$ cat config.mk
export PLATFORM = sky130hd
export DESIGN_NAME = phy_tx_lane_sched
export DESIGN_NICKNAME = d
export VERILOG_FILES = /design/src/rtl/phy_tx_pkg.sv /design/src/rtl/phy_tx_lane_sched_rr_pick4.sv /design/src/rtl/phy_tx_lane_sched.sv
export SDC_FILE = /design/constraint.sdc
export NUM_CORES = 1
export LEC_CHECK = 0
export ABC_CLOCK_PERIOD_IN_PS = 2250
export CAP_MARGIN = 20
export CORE_MARGIN = 1
export CORE_UTILIZATION = 35
export DETAILED_ROUTE_END_ITERATION = 6
export DONT_BUFFER_PORTS = 1
export SLEW_MARGIN = 25
export SYNTH_ARGS = -nofsm -noshare
export SYNTH_HDL_FRONTEND = slang
export SYNTH_SLANG_ARGS = --single-unit
$ cat constraint.sdc
create_clock -name clk_4f -period 2.25 [get_ports clk_4f]
set_clock_uncertainty 0.05 [all_clocks]
set_input_delay 0 -clock clk_4f [delete_from_list [all_inputs] [get_ports clk_4f]]
set_output_delay 0 -clock clk_4f [all_outputs]
set_load 0.05 [all_outputs]
$ cat src/rtl/phy_tx_pkg.sv
// phy_tx_pkg: shared types and constants for the phy_tx lane scheduler.
//   sched_state_e : scheduler FSM encoding (SYNC preamble / RUN service)
//   K28_5         : default comma byte used for sync and idle fill
//   PHY_LANES     : number of parallel byte lanes feeding the serializer
package phy_tx_pkg;

  typedef enum logic {
    SYNC = 1'b0,
    RUN  = 1'b1
  } sched_state_e;

  localparam logic [7:0] K28_5     = 8'hBC;
  localparam int         PHY_LANES = 4;

endpackage

$ cat src/rtl/phy_tx_lane_sched_rr_pick4.sv
// rr_pick4: rotated priority search over four requesters.
//   req_i   : request vector, one bit per lane
//   ptr_i   : lane with highest priority this slot
//   found_o : at least one request is set
//   idx_o   : first requesting lane at or after ptr_i (mod 4)
module rr_pick4 (
  input  logic [3:0] req_i,
  input  logic [1:0] ptr_i,
  output logic       found_o,
  output logic [1:0] idx_o
);

  logic [1:0] cand;

  // Walk offsets from farthest to nearest so the nearest hit overwrites.
  always_comb begin
    found_o = 1'b0;
    idx_o   = ptr_i;
    cand    = ptr_i;
    for (int k = 3; k >= 0; k--) begin
      cand = ptr_i + k[1:0];
      if (req_i[cand]) begin
        found_o = 1'b1;
        idx_o   = cand;
      end
    end
  end

endmodule

$ cat src/rtl/phy_tx_lane_sched.sv
// phy_tx_lane_sched: shares the phy_tx serializer between four byte lanes.
// After reset a SYNC_COUNT-byte comma preamble is sent, then lanes are served
// round-robin, one byte per serializer slot, in the clk_4f domain.
//   clk_4f, reset (async, active low)
//   sched_en                   : allow grants in RUN
//   data_in0..3 / valid_in0..3 : lane bytes and their presence
//   ready_out0..3              : combinational grant (lane byte accepted)
//   ser_ready                  : serializer consumes data_out this cycle
//   data_out/valid_out/lane_out/is_idle : registered byte toward serializer
//   state_out                  : 0 = SYNC, 1 = RUN
// Optional build macro PHY_SCHED_IDLE_FILL_EN: in RUN with no eligible lane,
// fill the slot with the comma byte instead of dropping valid_out.
module phy_tx_lane_sched
  import phy_tx_pkg::*;
#(
  parameter int                DATA_W     = 8,
  parameter int                SYNC_COUNT = 4,
  parameter logic [DATA_W-1:0] IDLE_BYTE  = DATA_W'(K28_5)
) (
  input  logic              clk_4f,
  input  logic              reset,
  input  logic              sched_en,
  input  logic [DATA_W-1:0] data_in0,
  input  logic [DATA_W-1:0] data_in1,
  input  logic [DATA_W-1:0] data_in2,
  input  logic [DATA_W-1:0] data_in3,
  input  logic              valid_in0,
  input  logic              valid_in1,
  input  logic              valid_in2,
  input  logic              valid_in3,
  output logic              ready_out0,
  output logic              ready_out1,
  output logic              ready_out2,
  output logic              ready_out3,
  input  logic              ser_ready,
  output logic [DATA_W-1:0] data_out,
  output logic              valid_out,
  output logic [1:0]        lane_out,
  output logic              is_idle,
  output logic              state_out
);

  sched_state_e                          state_q;
  logic [3:0]                            cnt_q, cnt_d;
  logic [1:0]                            ptr_q, ptr_d;
  logic [DATA_W-1:0]                     data_q;
  logic                                  valid_q, idle_q;
  logic [1:0]                            lane_q;

  logic [PHY_LANES-1:0][DATA_W-1:0]      lane_data;
  logic [PHY_LANES-1:0]                  req;
  logic                                  load, found, grant;
  logic [1:0]                            pick;

  assign lane_data = {data_in3, data_in2, data_in1, data_in0};
  // sched_en low looks to the arbiter exactly like no lane being valid.
  assign req   = {valid_in3, valid_in2, valid_in1, valid_in0} & {PHY_LANES{sched_en}};
  assign load  = !valid_q | ser_ready;
  assign grant = load & (state_q == RUN) & found;
  assign cnt_d = cnt_q + 4'd1;
  assign ptr_d = pick + 2'd1;

  rr_pick4 u_pick (
    .req_i   (req),
    .ptr_i   (ptr_q),
    .found_o (found),
    .idx_o   (pick)
  );

  assign ready_out0 = grant & (pick == 2'd0);
  assign ready_out1 = grant & (pick == 2'd1);
  assign ready_out2 = grant & (pick == 2'd2);
  assign ready_out3 = grant & (pick == 2'd3);

  always_ff @(posedge clk_4f or negedge reset) begin
    if (!reset) begin
      state_q <= SYNC;
      cnt_q   <= '0;
      ptr_q   <= '0;
      data_q  <= '0;
      valid_q <= 1'b0;
      lane_q  <= '0;
      idle_q  <= 1'b0;
    end else if (load) begin
      case (state_q)
        SYNC: begin
          data_q  <= IDLE_BYTE;
          idle_q  <= 1'b1;
          valid_q <= 1'b1;
          lane_q  <= '0;
          cnt_q   <= cnt_d;
          if (cnt_d == 4'(SYNC_COUNT)) state_q <= RUN;
        end
        RUN: begin
          if (found) begin
            data_q  <= lane_data[pick];
            lane_q  <= pick;
            valid_q <= 1'b1;
            idle_q  <= 1'b0;
            ptr_q   <= ptr_d;
          end else begin
`ifdef PHY_SCHED_IDLE_FILL_EN
            data_q  <= IDLE_BYTE;
            valid_q <= 1'b1;
            idle_q  <= 1'b1;
`else
            valid_q <= 1'b0;
            idle_q  <= 1'b0;
`endif
          end
        end
        default: state_q <= SYNC;
      endcase
    end
  end

  assign data_out  = data_q;
  assign valid_out = valid_q;
  assign lane_out  = lane_q;
  assign is_idle   = idle_q;
  assign state_out = state_q;

endmodule

==> load_flow_metrics.sql <==
INSERT INTO impl_metrics (metric_group, metric, value, unit) VALUES
('route', 'wl', '4.27', 'mm'),
('grt', 'globalRouteTotalUtil', '0.192', ''),
('critical_path', 'startpoint_type', 'register', ''),
('floorplanning', 'core_region_area', '4060', 'sq um'),
('timing', 'worst_slew_pin_slew', '0.838', 'ns'),
('layout', 'num_antenna_cells', '0', ''),
('pwr', 'vdd_drop_max', '0.765', 'mV'),
('timing', 'finalWorstSetupSlack', '-0.0205', 'ns'),
('yosys', 'yosysWarningCount', '0', ''),
('critical_path', 'critPathRequiredTime', '2.20', 'ns'),
('grt', 'grt_max_degree', '20', ''),
('cts', 'clock_tree.htree_level_count', '1', ''),
('timing', 'timing.final.crit_share', '1.01', ''),
('floorplanning', 'rows', '23', ''),
('placed_design', 'place.gp.congestion', '0.793', ''),
('cts', 'root_buffer', 'sky130_fd_sc_hd__clkbuf_8', ''),
('route', 'route.vias.total', '1470', ''),
('timing', 'finalSetupViolations', '1', ''),
('grt', 'overflow', '0', ''),
('cts', 'clock_pin_slew_on_the_worst_setup_and_hold_paths', '0.07', 'ns'),
('placed_design', 'post-place-ws', '-0.0937', 'ns'),
('floorplanning', 'design.die.area', '4560', 'sq um'),
('layout', 'area_delta_synth_final', '37.5', '%'),
('yosys', 'leading_post_synthesis_cells_by_cell_area', 'sky130_fd_sc_hd__dfrtp_1 (32%), sky130_fd_sc_hd__nand2_1 (6.0%), sky130_fd_sc_hd__ha_1 (4.2%)', ''),
('worst_hold_path', 'min_path_type', 'in -> reg', ''),
('timing', 'maxClockFrequency', '440', 'MHz'),
('timing', 'finalWorstPathRequiredPeriod', '2.27', 'ns'),
('critical_path', 'critical_path.max_fanout', '6', ''),
('route', 'drt_iter0_markers', '30', ''),
('pwr', 'power_per_standard_cell_area', '1350', 'nW/um^2'),
('yosys', 'synth_most_common_cell', 'sky130_fd_sc_hd__nand2_1', ''),
('flow_run', 'max_cap_viol_count', '0', ''),
('timing', 'final.hold.worst_slack', '-0.00454', 'ns'),
('yosys', 'proportion_of_netlist_area_held_by_the_largest_area_contributor', '0.317', ''),
('yosys', 'synthCells', '169', ''),
('yosys', 'postSynth.topFlopCell', 'sky130_fd_sc_hd__dfrtp_1', ''),
('route', 'route.antenna.remaining_nets', '0', ''),
('yosys', 'synth_seq_cells', '19', ''),
('cts', 'cts.path.max_buffers', '2', ''),
('route', 'drt-wirelength-per-cell', '16.6', 'um'),
('route', 'detail_route.first_pass.iterations', '4', ''),
('yosys', 'netlist_area', '1500', 'sq um'),
('layout', 'final_nets', '253', ''),
('floorplanning', 'top_level_ports', '57', ''),
('run_status', 'violations', 'negative hold slack, negative setup slack', ''),
('yosys', 'synth.net_count', '214', ''),
('critical_path', 'crit_arrival', '2.22', 'ns'),
('grt', 'antenna_found_initial', '0', ''),
('critical_path', 'worst-setup-path-type', 'reg -> out', ''),
('layout', 'postLayoutCellArea', '2060', 'sq um'),
('layout', 'layout-drive-gt1-share', '0.280', ''),
('grt', 'first_pass_grt_wire_length', '6.61', 'mm'),
('cts', 'clkSinkCount', '19', ''),
('floorplanning', 'die_y', '67.5', 'um'),
('yosys', 'synth_area_per_cell', '8.88', 'sq um'),
('yosys', 'synth_top_area_cell', 'sky130_fd_sc_hd__dfrtp_1', ''),
('timing', 'slew-limit-headroom', '0.440', ''),
('placed_design', 'detailed_place.area', '1620', 'sq um'),
('floorplanning', 'die_width', '67.5', 'um'),
('run_status', 'outcome', 'complete, but fails checks', ''),
('yosys', 'synth.cells.most_frequent', 'sky130_fd_sc_hd__nand2_1 (24), sky130_fd_sc_hd__dfrtp_1 (19), sky130_fd_sc_hd__nor2_1 (12), sky130_fd_sc_hd__nand3_1 (11), sky130_fd_sc_hd__o21ai_0 (10)', ''),
('placed_design', 'detailed_place_hpwl', '3.18', 'mm'),
('cts', 'cts_tree', 'yes', ''),
('cts', 'numCtsBuffers', '3', ''),
('route', 'vias_per_cell', '5.72', ''),
('yosys', 'ys_types', '43', ''),
('timing', 'grt_setup_unrepaired', 'true', ''),
('yosys', 'seq_area_frac_synth', '0.317', ''),
('cts', 'clock_latency_at_the_later_pin_of_the_worst_skew_pair', '0.25', 'ns'),
('timing', 'finalHoldViolations', '1', ''),
('critical_path', 'setup.worst_path.end_class', 'output pin', ''),
('yosys', 'synth_enable_flop_cells', '0', ''),
('floorplanning', 'initial_utilization', '0.370', ''),
('timing', 'slew_violations', '0', ''),
('pwr', 'p_leak', '0.000836', 'uW'),
('grt', 'number_of_global_route_vias_before_repair', '1465', ''),
('route', 'drcViolationCount', '0', ''),
('placed_design', 'buffer_ports.inserted', '0', ''),
('yosys', 'synth_async_sr_flop_share', '1.00', '');
-- through the flow --
| step | hold slack [ns] | total power (uW) | cells | utilization | TNS (ns) |
|---|---|---|---|---|---|
| floorplan | -0.346 | 1910 | 169 | - | 0 |
| global placement | -0.345 | 2140 | 226 | 0.398 | 0 |
| detailed placement | -0.345 | 2190 | 226 | 0.398 | -0.194 |
| CTS | 0.00440 | 2650 | 254 | 0.481 | -0.144 |
| global route | 0.0120 | 2980 | 257 | 0.509 | -0.248 |
| finish | -0.00454 | 2790 | 257 | 0.509 | -0.0205 |
-- path summary, 6_finish.rpt --
kind | slack (ns) | cells after the start | end | start
min in group asynchronous | 0.24 | 1 | valid_out | reset
min | -0.005 | 2 | data_out[4] | data_in2[4]
max | -0.02 | 9 | ready_out2 | ptr_q[1]
max reg2reg | 0.06 | 9 | data_out[5] | ptr_q[1]
max in group asynchronous | 1.34 | 1 | ptr_q[0] | reset
min reg2reg | 0.43 | 1 | cnt_q[3] | cnt_q[3]
-- critical path: stages (launching register included) --
cell	delay, ns
sky130_fd_sc_hd__dfrtp_2	0.44
sky130_fd_sc_hd__buf_4	0.16
sky130_fd_sc_hd__and2_4	0.16
sky130_fd_sc_hd__a22oi_2	0.26
sky130_fd_sc_hd__o211ai_4	0.15
sky130_fd_sc_hd__xnor2_4	0.24
sky130_fd_sc_hd__clkinv_4	0.11
sky130_fd_sc_hd__ha_4	0.16
sky130_fd_sc_hd__and2_4	0.14
sky130_fd_sc_hd__buf_8	0.14
-- cells in the final DEF, fill, tap and decap left out, types with 3 or more instances in the layout --
cell type	instances
sky130_fd_sc_hd__a211oi_1	3
sky130_fd_sc_hd__a21oi_1	4
sky130_fd_sc_hd__a311oi_1	4
sky130_fd_sc_hd__a31o_2	4
sky130_fd_sc_hd__and2_4	5
sky130_fd_sc_hd__and3_1	3
sky130_fd_sc_hd__buf_4	18
sky130_fd_sc_hd__clkbuf_8	3
sky130_fd_sc_hd__dfrtp_1	17
sky130_fd_sc_hd__dlygate4sd3_1	22
sky130_fd_sc_hd__ha_1	3
sky130_fd_sc_hd__inv_1	3
sky130_fd_sc_hd__mux2i_1	5
sky130_fd_sc_hd__nand2_1	23
sky130_fd_sc_hd__nand2b_1	3
sky130_fd_sc_hd__nand3_1	11
sky130_fd_sc_hd__nor2_1	12
sky130_fd_sc_hd__nor2b_1	6
sky130_fd_sc_hd__o21ai_0	10
sky130_fd_sc_hd__xnor2_1	3
-- state kept, by name, indices dropped and copies added, names as in the netlist --
name       count
cnt_q          4
lane_out       2
data_out       8
ptr_q          2
valid_out      1
state_out      1
is_idle        1
-- cell type report --
| cell class | count | area [sq um] |
|---|---|---|
| Sequential cell | 19 | 478 |
| Timing Repair Buffer | 42 | 382 |
| Clock buffer | 4 | 45.0 |
| Tap cell | 50 | 62.6 |
| Multi-Input combinational cell | 138 | 1080 |
| Inverter | 4 | 20.0 |
| Fill cell | 371 | 1990 |
-- power by group --
| part | leakage, uW | switching (uW) | internal [uW] |
|---|---|---|---|
| Combinational | 0.000594 | 887 | 741 |
| Sequential | 0.000220 | 435 | 493 |
| Clock | 0.0000228 | 111 | 126 |
| Total | 0.000836 | 1430 | 1360 |
-- layer usage --
metal / vias up / routed length [um] / global-route usage
li1: 697 / - / -
met4: 0 / 0 / 0.0160
met2: 50 / 2200 / 0.363
met1: 723 / 1740 / 0.214
met5: - / 0 / 0
met3: 0 / 331 / 0.0625
-- logic make-up after synthesis --
logic type                 after synthesis  synth area share
and+or+nand+nor                         70             0.225
AOI/OAI and AO/OA                       49             0.265
DFF                                     19             0.317
buffers and inverters                   12            0.0550
muxes                                    9            0.0625
xor gates and xnor gates                 5            0.0342
adders and majority gates                5            0.0417
-- what timing repair did --
item,in CTS,in global routing
hold buffers,20,2
pin swaps,6,3
setup endpoints to repair,10,12
setup buffers,4,1
resized for setup,18,19
endpoints found under the hold margin,30,2
Power figures use the tool's default switching activity.
